$ cat src/rtl/spi_cfg_seq.sv
// ---------------------------------------------------------------------------
// spi_cfg_seq
// Register-configuration sequencer placed in front of the 9-bit-address /
// 16-bit-data SPI master used for CMOS sensor setup. Walks an external
// (addr, data) table, issues level-held write (and optionally read-back)
// commands, waits for the master's one-cycle done pulses, retries a
// mismatching entry a bounded number of times, and reports completion or
// a classified error.
//
// Ports:
//   clk, rst_n           clock, asynchronous active-low reset
//   i_start              one-cycle pulse, accepted in IDLE or ERR
//   i_verify_en          read-back compare enable, latched on accepted start
//   o_tbl_idx            table read index
//   i_tbl_addr/_data     table entry at o_tbl_idx (combinational ROM)
//   o_cmd_write/_read    level commands to the SPI master
//   o_spi_addr/_wdata    register address / write data to the SPI master
//   i_write_done/_read_done  one-cycle done pulses from the SPI master
//   i_spi_rdata          read-back data, valid on the i_read_done cycle
//   o_busy               high from accepted start until DONE/ERR
//   o_cfg_done           one-cycle success pulse
//   o_cfg_err            error level, cleared by the next accepted start
//   o_err_code           01 timeout, 10 verify mismatch, 00 none
//   o_err_idx            table index where the error occurred
// ---------------------------------------------------------------------------
module spi_cfg_seq #(
    parameter int DATA_W    = 16,
    parameter int ADDR_W    = 9,
    parameter int NUM_REGS  = 32,
    parameter int IDX_W     = 5,
    parameter int GAP_CYC   = 8,
    parameter int TIMEOUT   = 4095,
    parameter int TO_W      = 12,
    parameter int RETRY_MAX = 3
) (
    input  logic              clk,
    input  logic              rst_n,
    input  logic              i_start,
    input  logic              i_verify_en,
    output logic [IDX_W-1:0]  o_tbl_idx,
    input  logic [ADDR_W-1:0] i_tbl_addr,
    input  logic [DATA_W-1:0] i_tbl_data,
    output logic              o_cmd_write,
    output logic              o_cmd_read,
    output logic [ADDR_W-1:0] o_spi_addr,
    output logic [DATA_W-1:0] o_spi_wdata,
    input  logic              i_write_done,
    input  logic              i_read_done,
    input  logic [DATA_W-1:0] i_spi_rdata,
    output logic              o_busy,
    output logic              o_cfg_done,
    output logic              o_cfg_err,
    output logic [1:0]        o_err_code,
    output logic [IDX_W-1:0]  o_err_idx
);

    localparam int RT_W = (RETRY_MAX < 1) ? 1 : $clog2(RETRY_MAX + 1);

    typedef enum logic [3:0] {
        S_IDLE, S_FETCH, S_WR, S_GAP_W, S_RD, S_GAP_R, S_CHECK, S_NEXT, S_DONE, S_ERR
    } state_t;

    state_t            r_state,    w_stateNxt;
    logic [IDX_W-1:0]  r_idx,      w_idxNxt;
    logic [ADDR_W-1:0] r_spiAddr,  w_spiAddrNxt;
    logic [DATA_W-1:0] r_spiWdata, w_spiWdataNxt;
    logic [DATA_W-1:0] r_rdata,    w_rdataNxt;
    logic              r_cmdWrite, w_cmdWriteNxt;
    logic              r_cmdRead,  w_cmdReadNxt;
    logic              r_busy,     w_busyNxt;
    logic              r_cfgDone,  w_cfgDoneNxt;
    logic              r_cfgErr,   w_cfgErrNxt;
    logic [1:0]        r_errCode,  w_errCodeNxt;
    logic [IDX_W-1:0]  r_errIdx,   w_errIdxNxt;
    logic              r_verify,   w_verifyNxt;
    logic [RT_W-1:0]   r_retry,    w_retryNxt;
    logic [TO_W-1:0]   r_cnt,      w_cntNxt;

    // One counter serves both as the command timeout and the inter-command
    // gap timer; it is cleared on every entry to WR, RD, GAP_W and GAP_R.
    logic w_toHit;
    logic w_gapEnd;
    assign w_toHit  = (r_cnt == TO_W'(TIMEOUT - 1));
    assign w_gapEnd = (r_cnt == TO_W'(GAP_CYC - 1));

    // Next-state and next-output logic. Every output is a register, so the
    // command lines rise one cycle after entering WR/RD and fall the cycle
    // after the done pulse (or the timeout) is seen.
    always_comb begin
        w_stateNxt    = r_state;
        w_idxNxt      = r_idx;
        w_spiAddrNxt  = r_spiAddr;
        w_spiWdataNxt = r_spiWdata;
        w_rdataNxt    = r_rdata;
        w_cmdWriteNxt = 1'b0;
        w_cmdReadNxt  = 1'b0;
        w_busyNxt     = r_busy;
        w_cfgDoneNxt  = 1'b0;
        w_cfgErrNxt   = r_cfgErr;
        w_errCodeNxt  = r_errCode;
        w_errIdxNxt   = r_errIdx;
        w_verifyNxt   = r_verify;
        w_retryNxt    = r_retry;
        w_cntNxt      = r_cnt;

        case (r_state)
            S_IDLE, S_ERR: begin
                if (i_start) begin
                    w_stateNxt   = S_FETCH;
                    w_idxNxt     = '0;
                    w_busyNxt    = 1'b1;
                    w_cfgErrNxt  = 1'b0;
                    w_errCodeNxt = 2'b00;
                    w_retryNxt   = '0;
                    w_verifyNxt  = i_verify_en;
                end
            end
            S_FETCH: begin
                w_spiAddrNxt  = i_tbl_addr;
                w_spiWdataNxt = i_tbl_data;
                if (&i_tbl_addr) begin
                    w_stateNxt   = S_DONE;
                    w_busyNxt    = 1'b0;
                    w_cfgDoneNxt = 1'b1;
                end else begin
                    w_stateNxt = S_WR;
                    w_cntNxt   = '0;
                end
            end
            S_WR: begin
                if (!r_cmdWrite) begin
                    w_cmdWriteNxt = 1'b1;
                end else if (i_write_done) begin
                    w_stateNxt = S_GAP_W;
                    w_cntNxt   = '0;
                end else if (w_toHit) begin
                    w_stateNxt   = S_ERR;
                    w_busyNxt    = 1'b0;
                    w_cfgErrNxt  = 1'b1;
                    w_errCodeNxt = 2'b01;
                    w_errIdxNxt  = r_idx;
                end else begin
                    w_cmdWriteNxt = 1'b1;
                    w_cntNxt      = r_cnt + 1'b1;
                end
            end
            S_GAP_W: begin
                if (w_gapEnd) begin
                    w_stateNxt = r_verify ? S_RD : S_NEXT;
                    w_cntNxt   = '0;
                end else begin
                    w_cntNxt = r_cnt + 1'b1;
                end
            end
            S_RD: begin
                if (!r_cmdRead) begin
                    w_cmdReadNxt = 1'b1;
                end else if (i_read_done) begin
                    w_rdataNxt = i_spi_rdata;
                    w_stateNxt = S_GAP_R;
                    w_cntNxt   = '0;
                end else if (w_toHit) begin
                    w_stateNxt   = S_ERR;
                    w_busyNxt    = 1'b0;
                    w_cfgErrNxt  = 1'b1;
                    w_errCodeNxt = 2'b01;
                    w_errIdxNxt  = r_idx;
                end else begin
                    w_cmdReadNxt = 1'b1;
                    w_cntNxt     = r_cnt + 1'b1;
                end
            end
            S_GAP_R: begin
                if (w_gapEnd) begin
                    w_stateNxt = S_CHECK;
                    w_cntNxt   = '0;
                end else begin
                    w_cntNxt = r_cnt + 1'b1;
                end
            end
            S_CHECK: begin
                if (r_rdata == r_spiWdata) begin
                    w_stateNxt = S_NEXT;
                    w_retryNxt = '0;
                end else if (r_retry >= RT_W'(RETRY_MAX)) begin
                    w_stateNxt   = S_ERR;
                    w_busyNxt    = 1'b0;
                    w_cfgErrNxt  = 1'b1;
                    w_errCodeNxt = 2'b10;
                    w_errIdxNxt  = r_idx;
                end else begin
                    w_stateNxt = S_WR;
                    w_retryNxt = r_retry + 1'b1;
                    w_cntNxt   = '0;
                end
            end
            S_NEXT: begin
                if (r_idx == IDX_W'(NUM_REGS - 1)) begin
                    w_stateNxt   = S_DONE;
                    w_busyNxt    = 1'b0;
                    w_cfgDoneNxt = 1'b1;
                end else begin
                    w_stateNxt = S_FETCH;
                    w_idxNxt   = r_idx + 1'b1;
                end
            end
            S_DONE: begin
                w_stateNxt = S_IDLE;
            end
            default: begin
                w_stateNxt = S_IDLE;
            end
        endcase
    end

    // State and output registers; reset drops the commands immediately.
    always_ff @(posedge clk or negedge rst_n) begin
        if (!rst_n) begin
            r_state    <= S_IDLE;
            r_idx      <= '0;
            r_spiAddr  <= '0;
            r_spiWdata <= '0;
            r_rdata    <= '0;
            r_cmdWrite <= 1'b0;
            r_cmdRead  <= 1'b0;
            r_busy     <= 1'b0;
            r_cfgDone  <= 1'b0;
            r_cfgErr   <= 1'b0;
            r_errCode  <= 2'b00;
            r_errIdx   <= '0;
            r_verify   <= 1'b0;
            r_retry    <= '0;
            r_cnt      <= '0;
        end else begin
            r_state    <= w_stateNxt;
            r_idx      <= w_idxNxt;
            r_spiAddr  <= w_spiAddrNxt;
            r_spiWdata <= w_spiWdataNxt;
            r_rdata    <= w_rdataNxt;
            r_cmdWrite <= w_cmdWriteNxt;
            r_cmdRead  <= w_cmdReadNxt;
            r_busy     <= w_busyNxt;
            r_cfgDone  <= w_cfgDoneNxt;
            r_cfgErr   <= w_cfgErrNxt;
            r_errCode  <= w_errCodeNxt;
            r_errIdx   <= w_errIdxNxt;
            r_verify   <= w_verifyNxt;
            r_retry    <= w_retryNxt;
            r_cnt      <= w_cntNxt;
        end
    end

    assign o_tbl_idx   = r_idx;
    assign o_cmd_write = r_cmdWrite;
    assign o_cmd_read  = r_cmdRead;
    assign o_spi_addr  = r_spiAddr;
    assign o_spi_wdata = r_spiWdata;
    assign o_busy      = r_busy;
    assign o_cfg_done  = r_cfgDone;
    assign o_cfg_err   = r_cfgErr;
    assign o_err_code  = r_errCode;
    assign o_err_idx   = r_errIdx;

endmodule
$ cat config.mk
export PLATFORM = sky130hd
export DESIGN_NAME = spi_cfg_seq
export DESIGN_NICKNAME = d
export VERILOG_FILES = /design/src/rtl/spi_cfg_seq.sv
export SDC_FILE = /design/constraint.sdc
export NUM_CORES = 1
export LEC_CHECK = 0
export ABC_CLOCK_PERIOD_IN_PS = 3200
export CAP_MARGIN = 20
export CORE_ASPECT_RATIO = 1.1
export CORE_MARGIN = 1.5
export CORE_UTILIZATION = 31
export CTS_CLUSTER_DIAMETER = 80
export DETAILED_ROUTE_END_ITERATION = 7
export MAX_ROUTING_LAYER = met4
export PLACE_DENSITY = 0.54
export RECOVER_POWER = 25
export SYNTH_ARGS = -nofsm -noshare
export SYNTH_HDL_FRONTEND = slang
export SYNTH_SLANG_ARGS = --single-unit
$ cat constraint.sdc
create_clock -name clk -period 3.2 [get_ports clk]
set_input_delay 0.96 -clock clk [delete_from_list [all_inputs] [get_ports clk]]
set_output_delay 0.96 -clock clk [all_outputs]
set_load 0.01 [all_outputs]
== Word-level counts from Yosys, hierarchy flattened ==
Cells that the tools add are included.

* Muxes and demuxes: 77
* Eq/ne operators: 27
* $lt $le $gt $ge: 1
* Reduce and logical (&&, ||, !) cells: 19
* Add/sub/neg operators: 3

{| class="wikitable"
|+ Operator list
! cell !! count
|-
| 12-bit two-way mux || 9
|-
| 12-bit case mux with 5 select lines || 1
|-
| 4-bit two-way mux || 12
|-
| 5-bit two-way mux || 9
|-
| 4-bit case mux with 8 select lines || 1
|-
| 2-bit inequality test, second input constant || 14
|-
| 1-bit two-way mux || 27
|-
| 2-bit two-way mux || 11
|-
| 16-bit == test || 1
|-
| 4-bit by 3-bit == test with 1-bit output, second input constant || 4
|-
| 5-bit case mux with 3 select lines || 1
|-
| 12-bit by 1-bit adder with 12-bit output, second input constant || 1
|-
| 12-bit == test, second input constant || 1
|-
| 12-bit by 3-bit == test with 1-bit output, second input constant || 1
|-
| 5-bit case mux with 2 select lines || 1
|-
| 10-bit AND reduction || 1
|-
| 3-bit AND reduction || 3
|-
| 9-bit AND reduction || 1
|-
| 4-bit by 2-bit == test with 1-bit output, second input constant || 2
|-
| 2-bit case mux with 4 select lines || 1
|-
| 8-bit AND reduction || 1
|-
| 7-bit AND reduction || 1
|-
| 1-bit case mux with 6 select lines || 1
|-
| 6-bit AND reduction || 1
|-
| other kinds (19) || 21
|}

* Bits of input ports: 47
* Logic and storage cells: 142
* Register bits: 77
* Output and inout port bits: 42

== Logic depth before layout (Yosys ltp) ==
* Depth after elaboration: 5
* Depth in mapped cells: 8
* Mapped depth without buffers: 8

== Worst setup path before layout ==
No wires, ideal clock.

* Path type: input -> register
* Start: input i_read_done
* End: register r_verify
* Stages: 5
* Data arrival time: 2.250 ns
* Buffers on the path: 0
* Path slack: 0.825 ns
* Setup time: 0.125 ns
* Path through: nand3b_1 -> a21oi_1 -> or4_1 -> nor2_1 -> mux2_2

{| class="wikitable"
|+ RTL lines
! item !! RTL line !! source
|-
| start, declared || 48 || <nowiki>input logic i_read_done,</nowiki>
|-
| end signal, assigned || 247 || <nowiki>r_verify <= w_verifyNxt;</nowiki>
|-
| end, declared || 75 || <nowiki>logic r_verify, w_verifyNxt;</nowiki>
|}

== Final worst setup path ==
* Start: input i_tbl_addr[4]
* End: register r_cnt[4]

* Cells in the longest elaborated chain, start to end: 3

{| class="wikitable"
|+ RTL lines
! item !! RTL line !! source
|-
| start, declared || 41 || <nowiki>input logic [ADDR_W-1:0] i_tbl_addr,</nowiki>
|-
| 9-bit AND reduction || 121 || <nowiki>if (&i_tbl_addr) begin</nowiki>
|-
| 2-bit inequality test (no line) || -- ||
|-
| 6-bit AND reduction (no line) || -- ||
|-
| end signal, assigned || 249 || <nowiki>r_cnt <= w_cntNxt;</nowiki>
|-
| end, declared || 77 || <nowiki>logic [TO_W-1:0] r_cnt, w_cntNxt;</nowiki>
|}

Every way passes these cells.
A chain may end at the register's enable or synchronous reset.

==> results.toml <==
[run_status]
status = "complete, no violations"

[power_and_ir_drop]
clockPowerShare = 0.273
seq_power_share = 0.314
switching_power_w = 0.00160
p_comb_frac = 0.412
swShare = 0.362
cell_internal_pwr_w = 0.00282
leakage_nw = 2.46
vdd_drop_max_v = 0.000445
powerDensity_mw_per_mm2 = 769

[route]
ant_nets = 0
drcViolationCount = 0
wl_um = 12300
drt_iter0_drc = 227
avgRoutedWirePerCell_um = 16.7
detailroute.via_count = 3859
first_pass_iters = 6
vias_per_cell = 5.26

[floorplanning]
die_area_mm2 = 0.0145
row_count = 44
initial_core_util = 0.320
die_x_um = 115
pin_count = 89
die_height_um = 126
coreArea_mm2 = 0.0133

[logic_synthesis]
synth_ff_type = "dfrtp_1"
ys_seq_area_frac = 0.452
synth_top_area_frac = 0.452
synth_area_mm2 = 0.00427
yosysWarnings = 0
ys_ff_latch = 77
synthTopCellsByArea = "dfrtp_1 (45%), nand2_1 (8.7%), mux2_2 (4.8%), xnor2_1 (3.7%), nand3_1 (2.6%)"
synth_nets = 506
ys_async_sr_fraction = 1.00
postSynthAreaPerCell_um2 = 9.40
synth_edf_count = 0
ys_types = 63
synth_top_area_cell = "dfrtp_1"
syn-instance-count = 454

[sta]
hold_violations = 0
period_needed_ps = 2590
finalCritPeriodShare = 0.809
rsz0062_at_grt = "false"
achievable-frequency_mhz = 386
skew_ps = 10.0
maxSlewViolCount = 0
maxSlewHeadroom = 0.278
setup_viol = 0
setup_tns_ps = 0
worst_pin_slew_ps = 1080

[clock_network]
postCtsHoldBufs = 0
cts_setup_buffers = 0
cts_made_buffers = 9
cts_root_buf = "clkbuf_16"
cts.clk_slew.worst_paths_ps = 60
htreeDepth = 3
cts_resized = 0
cts_max_path_buffers = 2
cts_tree = "built"
clk_latency_ps = 350
cts.sinks = 77

[finish]
drive_gt1_frac = 0.106
nets = 596
layout_commonest_cell = "nand2_1"
layout_common_cells = "nand2_1 (99), clkdlybuf4s50_1 (87), dfrtp_1 (77)"
register_area_mm2 = 0.00193
multi_input_area_mm2 = 0.00221
finish.utilization = 0.430
diodes = 0
area_growth_pct = 34.4
n_fill_cell = 1337

[critical_path]
critical_path_arrival_ps = 2870
cp.required_ps = 3490
crit_slowest_cell = "o41a_4"
crit_path_max_incr_delay_ps = 560
cp_max_fo = 10
cp-end-kind = "flip-flop"
path_class = "in2reg"
critPathLaunchType = "input port"
cp_cell_sequence = "clkdlybuf4s50_1 > nand4_1 > o41a_4 > nand2_4 > a21o_1 > o32a_1"

[global_routing]
grtUsageTotal = 0.181
grt_max_degree = 41
grt_pass1_wl_um = 19700
grt_overflow_total = 0
grt_pass1_vias = 3774
antenna_found_initial = 0

[placement]
port_buffers = 88
place_congestion = 0.862
hpwl_um = 8880

[run]
maxCapViolCount = 0

[min_path]
hold_class = "reg2reg"
-- cells by family after synthesis --
| logic type | count (synthesis) | share of synthesized area |
|---|---|---|
| AOI/OAI and AO/OA | 96 | 0.171 |
| xor gates and xnor gates | 19 | 0.0390 |
| muxes | 18 | 0.0475 |
| buffers and inverters | 31 | 0.0308 |
| DFF | 77 | 0.452 |
| and+or+nand+nor | 208 | 0.245 |
| adders and majority gates | 5 | 0.0147 |
-- final cells by class --
type | instances | share of cell area
clock buffers | 9 | 0.0393
inverters | 7 | 0.00458
clock inverters | 7 | 0.0214
multi-input cells | 346 | 0.386
well taps | 184 | 0.0401
flip-flops and latches | 77 | 0.336
repair buffers | 103 | 0.172
-- Yosys cell counts (9+ instances only) --
| library cell | instances |
|---|---|
| a21oi_1 | 12 |
| nand2_1 | 99 |
| nand4_1 | 11 |
| nor2_1 | 13 |
| nand3_1 | 22 |
| o21ai_0 | 10 |
| xnor2_1 | 18 |
| clkbuf_1 | 16 |
| dfrtp_1 | 77 |
| mux2_2 | 18 |
| and3_1 | 11 |
| o22a_1 | 9 |
-- flip-flops by register name (all words and copies together), names as in the netlist --
name	cells
o_err_idx	5
o_spi_wdata	16
o_tbl_idx	5
o_busy	1
o_cmd_write	1
o_spi_addr	9
r_retry	2
r_state	4
o_err_code	2
o_cfg_done	1
r_cnt	12
r_verify	1
o_cmd_read	1
o_cfg_err	1
r_rdata	16
-- path summary, 6_finish.rpt --
path	start	to	slack [ps]	depth (start not counted)
hold / removal	o_spi_addr[5]$_DFFE_PN0P_	o_spi_addr[5]$_DFFE_PN0P_	470	2
max in group asynchronous	rst_n	r_state[3]$_DFFE_PN0P_	1220	2
min in group asynchronous	rst_n	o_spi_wdata[3]$_DFFE_PN0P_	570	1
setup / recovery	i_tbl_addr[4]	r_cnt[4]$_DFFE_PN0P_	610	6
setup reg to reg	o_spi_wdata[3]$_DFFE_PN0P_	r_state[3]$_DFFE_PN0P_	760	5
hold reg to reg	o_spi_addr[5]$_DFFE_PN0P_	o_spi_addr[5]$_DFFE_PN0P_	470	2
-- per-stage QoR --
step           setup slack [ps]  instance area, µm²  hold WS [ps]  power, W  std cells
4_1_cts                     621                5750           476   0.00445        733
3_3_place_gp                301                5400           460   0.00321        717
2_1_floorplan               825                4270           481   0.00248        454
3_5_place_dp                255                5400           462   0.00322        717
5_1_grt                     498                5730           492   0.00471        733
6_report                    612                5730           474   0.00441        733
-- critical path, delay by kind of cell --
kind,cells,cell delay (ps)
AO/OA/AOI/OAI,3,1070
AND/OR/NAND/NOR,2,350
buffers and inverters,1,490
-- per-layer routing --
metal,share of wire,GRT usage
met5,0,-
met4,0.023,0.0741
met3,0.058,0.0423
met2,0.46,0.266
met1,0.46,0.240
-- power by group through the flow --
stage / registers (W) / logic [W] / clock network [W]
after floorplan: 0.00145 / 0.00103 / 0
after global placement: 0.00140 / 0.00181 / 0
after detailed placement: 0.00140 / 0.00182 / 0
after CTS: 0.00139 / 0.00183 / 0.00123
after global routing: 0.00142 / 0.00201 / 0.00128
final: 0.00139 / 0.00182 / 0.00121
No activity file was read; power rests on OpenSTA's default activity.
==> edit: new RTL, same flow settings <==
Re-encode `state_t` (10 states) as one-hot, 10 bits wide.
--- a/src/rtl/spi_cfg_seq.sv
+++ b/src/rtl/spi_cfg_seq.sv
@@ -56,8 +56,8 @@
 
     localparam int RT_W = (RETRY_MAX < 1) ? 1 : $clog2(RETRY_MAX + 1);
 
-    typedef enum logic [3:0] {
-        S_IDLE, S_FETCH, S_WR, S_GAP_W, S_RD, S_GAP_R, S_CHECK, S_NEXT, S_DONE, S_ERR
+    typedef enum logic [9:0] {
+        S_IDLE = 10'b0000000001, S_FETCH = 10'b0000000010, S_WR = 10'b0000000100, S_GAP_W = 10'b0000001000, S_RD = 10'b0000010000, S_GAP_R = 10'b0000100000, S_CHECK = 10'b0001000000, S_NEXT = 10'b0010000000, S_DONE = 10'b0100000000, S_ERR = 10'b1000000000
     } state_t;
 
     state_t            r_state,    w_stateNxt;
Formal check against the unedited RTL: no difference found for any inputs over 10 cycles, from zero or initial values and one cycle with rst_n low; not proved beyond that.
==> edit against the unedited design <==
Area after synthesis grew 3.8%; clock power shrank 9%; sequential cell count grew 6; global-route usage shrank 1.2 points; worst setup slack lost 0.34 ns; wire length shrank 5.5%; total power shrank 8.9%; cell area grew 2.8%; core utilization shrank 0.67 points; first-iteration DRC count shrank 31%; synthesized cell count shrank 1.1%; final cell count grew 0.82%; critical path type unchanged.
==> edit: results (changes against the unedited design) <==
- Post-Synth XOR/XNOR Area: 0.04746 (+0.008455)
- Flop-to-flop setup slack: 0.41 ns (-0.35 ns)
- Critical R2R Launch: r_state[6]$_DFFE_PN0P_
- Largest net degree at the start of global routing: 44 (+7.3%)
- CP Data Arrival Time: 3.15 ns (+0.28 ns)
- Multi-input gates: 337 (-2.6%)
- Clock network area share: 0.05265 (-0.008005)
- Mux share of post-synthesis cell area: 0.08136 (+0.03385)
- Met3 wire length: 491 microns (-31%)
- CP peak stage delay: 0.49 ns (-0.07 ns)
- Nets@finish: 599 (+0.50%)
- First-pass GRT wire length: 19290 microns (-2.2%)
- Data buffer area share: 0.1711 (-0.001250)
- WL met2: 5567 microns (-0.84%)
- Slew HR: 0.2656 (-0.01239)
- Worst Hold End: r_retry[1]$_DFFE_PN0P_
- Synth Area in Adders: 0.01412 (-0.0005385)
- Non-clock inverter count: 10 (+3)
- GP Congestion: 0.8755 (+1.5%)
- Seq pwr: 1480 uW (+6%)
- Worst hold slack: 0.4762 ns (+0.002145 ns)
- Register area share after synthesis: 0.4692 (+0.01760)
- Non-CTS buffers: 106 (+2.9%)
- Detailed placement HPWL: 8648 microns (-2.6%)
- Crit path launch: i_tbl_addr[1]
- Power Clock: 1100 uW (-9%)
- CP max FO: 5 (-5)
- First-pass iteration count of the detailed router: 4 (-2)
- Net Sw Frac: 0.3377 (-0.02403)
- Leakage power: 0.002634 uW (+6.9%)
- Multi-input gate share of the layout cell area: 0.3773 (-0.008927)
- Number of distinct library cells after synthesis: 64 (+1.6%)
- Reg2reg path depth: 6 (+1)
- Sequential share of cell area: 0.3527 (+0.01663)
- Vias in the first global route: 3935 (+4.3%)
- WL/cell: 15.68 microns (-6.3%)
- DR iter-0 viols: 157 (-31%)
- P_comb: 1440 uW (-21%)
- Worst Hold Launch: r_retry[1]$_DFFE_PN0P_
- Commonest cells post-synth: nand2_1, dfrtp_1, mux2_2
- Top post-synthesis cells by area: dfrtp_1, mux2_2, nand2_1, xor2_1, o21ai_0
- Status: finished, final reports clean
- Clock skew: 0.005507 ns (-0.004492 ns)
- Fill count: 1383 (+3.4%)
- Wl on met1: 5189 microns (-8.3%)
## edit: changes by cell type after synthesis, sizes merged, moves of 8 or more
cell and change:
o21ai +10, nor3 +8, xnor2 -14, o22a -8, nand2 -16, xor2 +19, mux2 +14, nor4 +11
nor2 +9
## edit: per-stage QoR
step           setup slack [ns]    util  cell area (sq um)  cells  setup TNS (ns)
2_1_floorplan            0.5376       -               4429    449               0
3_3_place_gp           -0.02915  0.4027               5600    724        -0.02915
3_5_place_dp           -0.06173  0.4027               5600    724        -0.07350
4_1_cts                  0.2864  0.4250               5911    739               0
5_1_grt                  0.1770  0.4238               5893    739               0
6_report                 0.2767  0.4238               5893    739               0
## edit: routing by layer
| metal | up-vias | global-route usage |
|---|---|---|
| li1 | 1813 | - |
| met1 | 1787 | 0.2080 |
| met2 | 101 | 0.2711 |
| met3 | 23 | 0.02591 |
| met4 | 0 | 0.08575 |
| met5 | - | - |
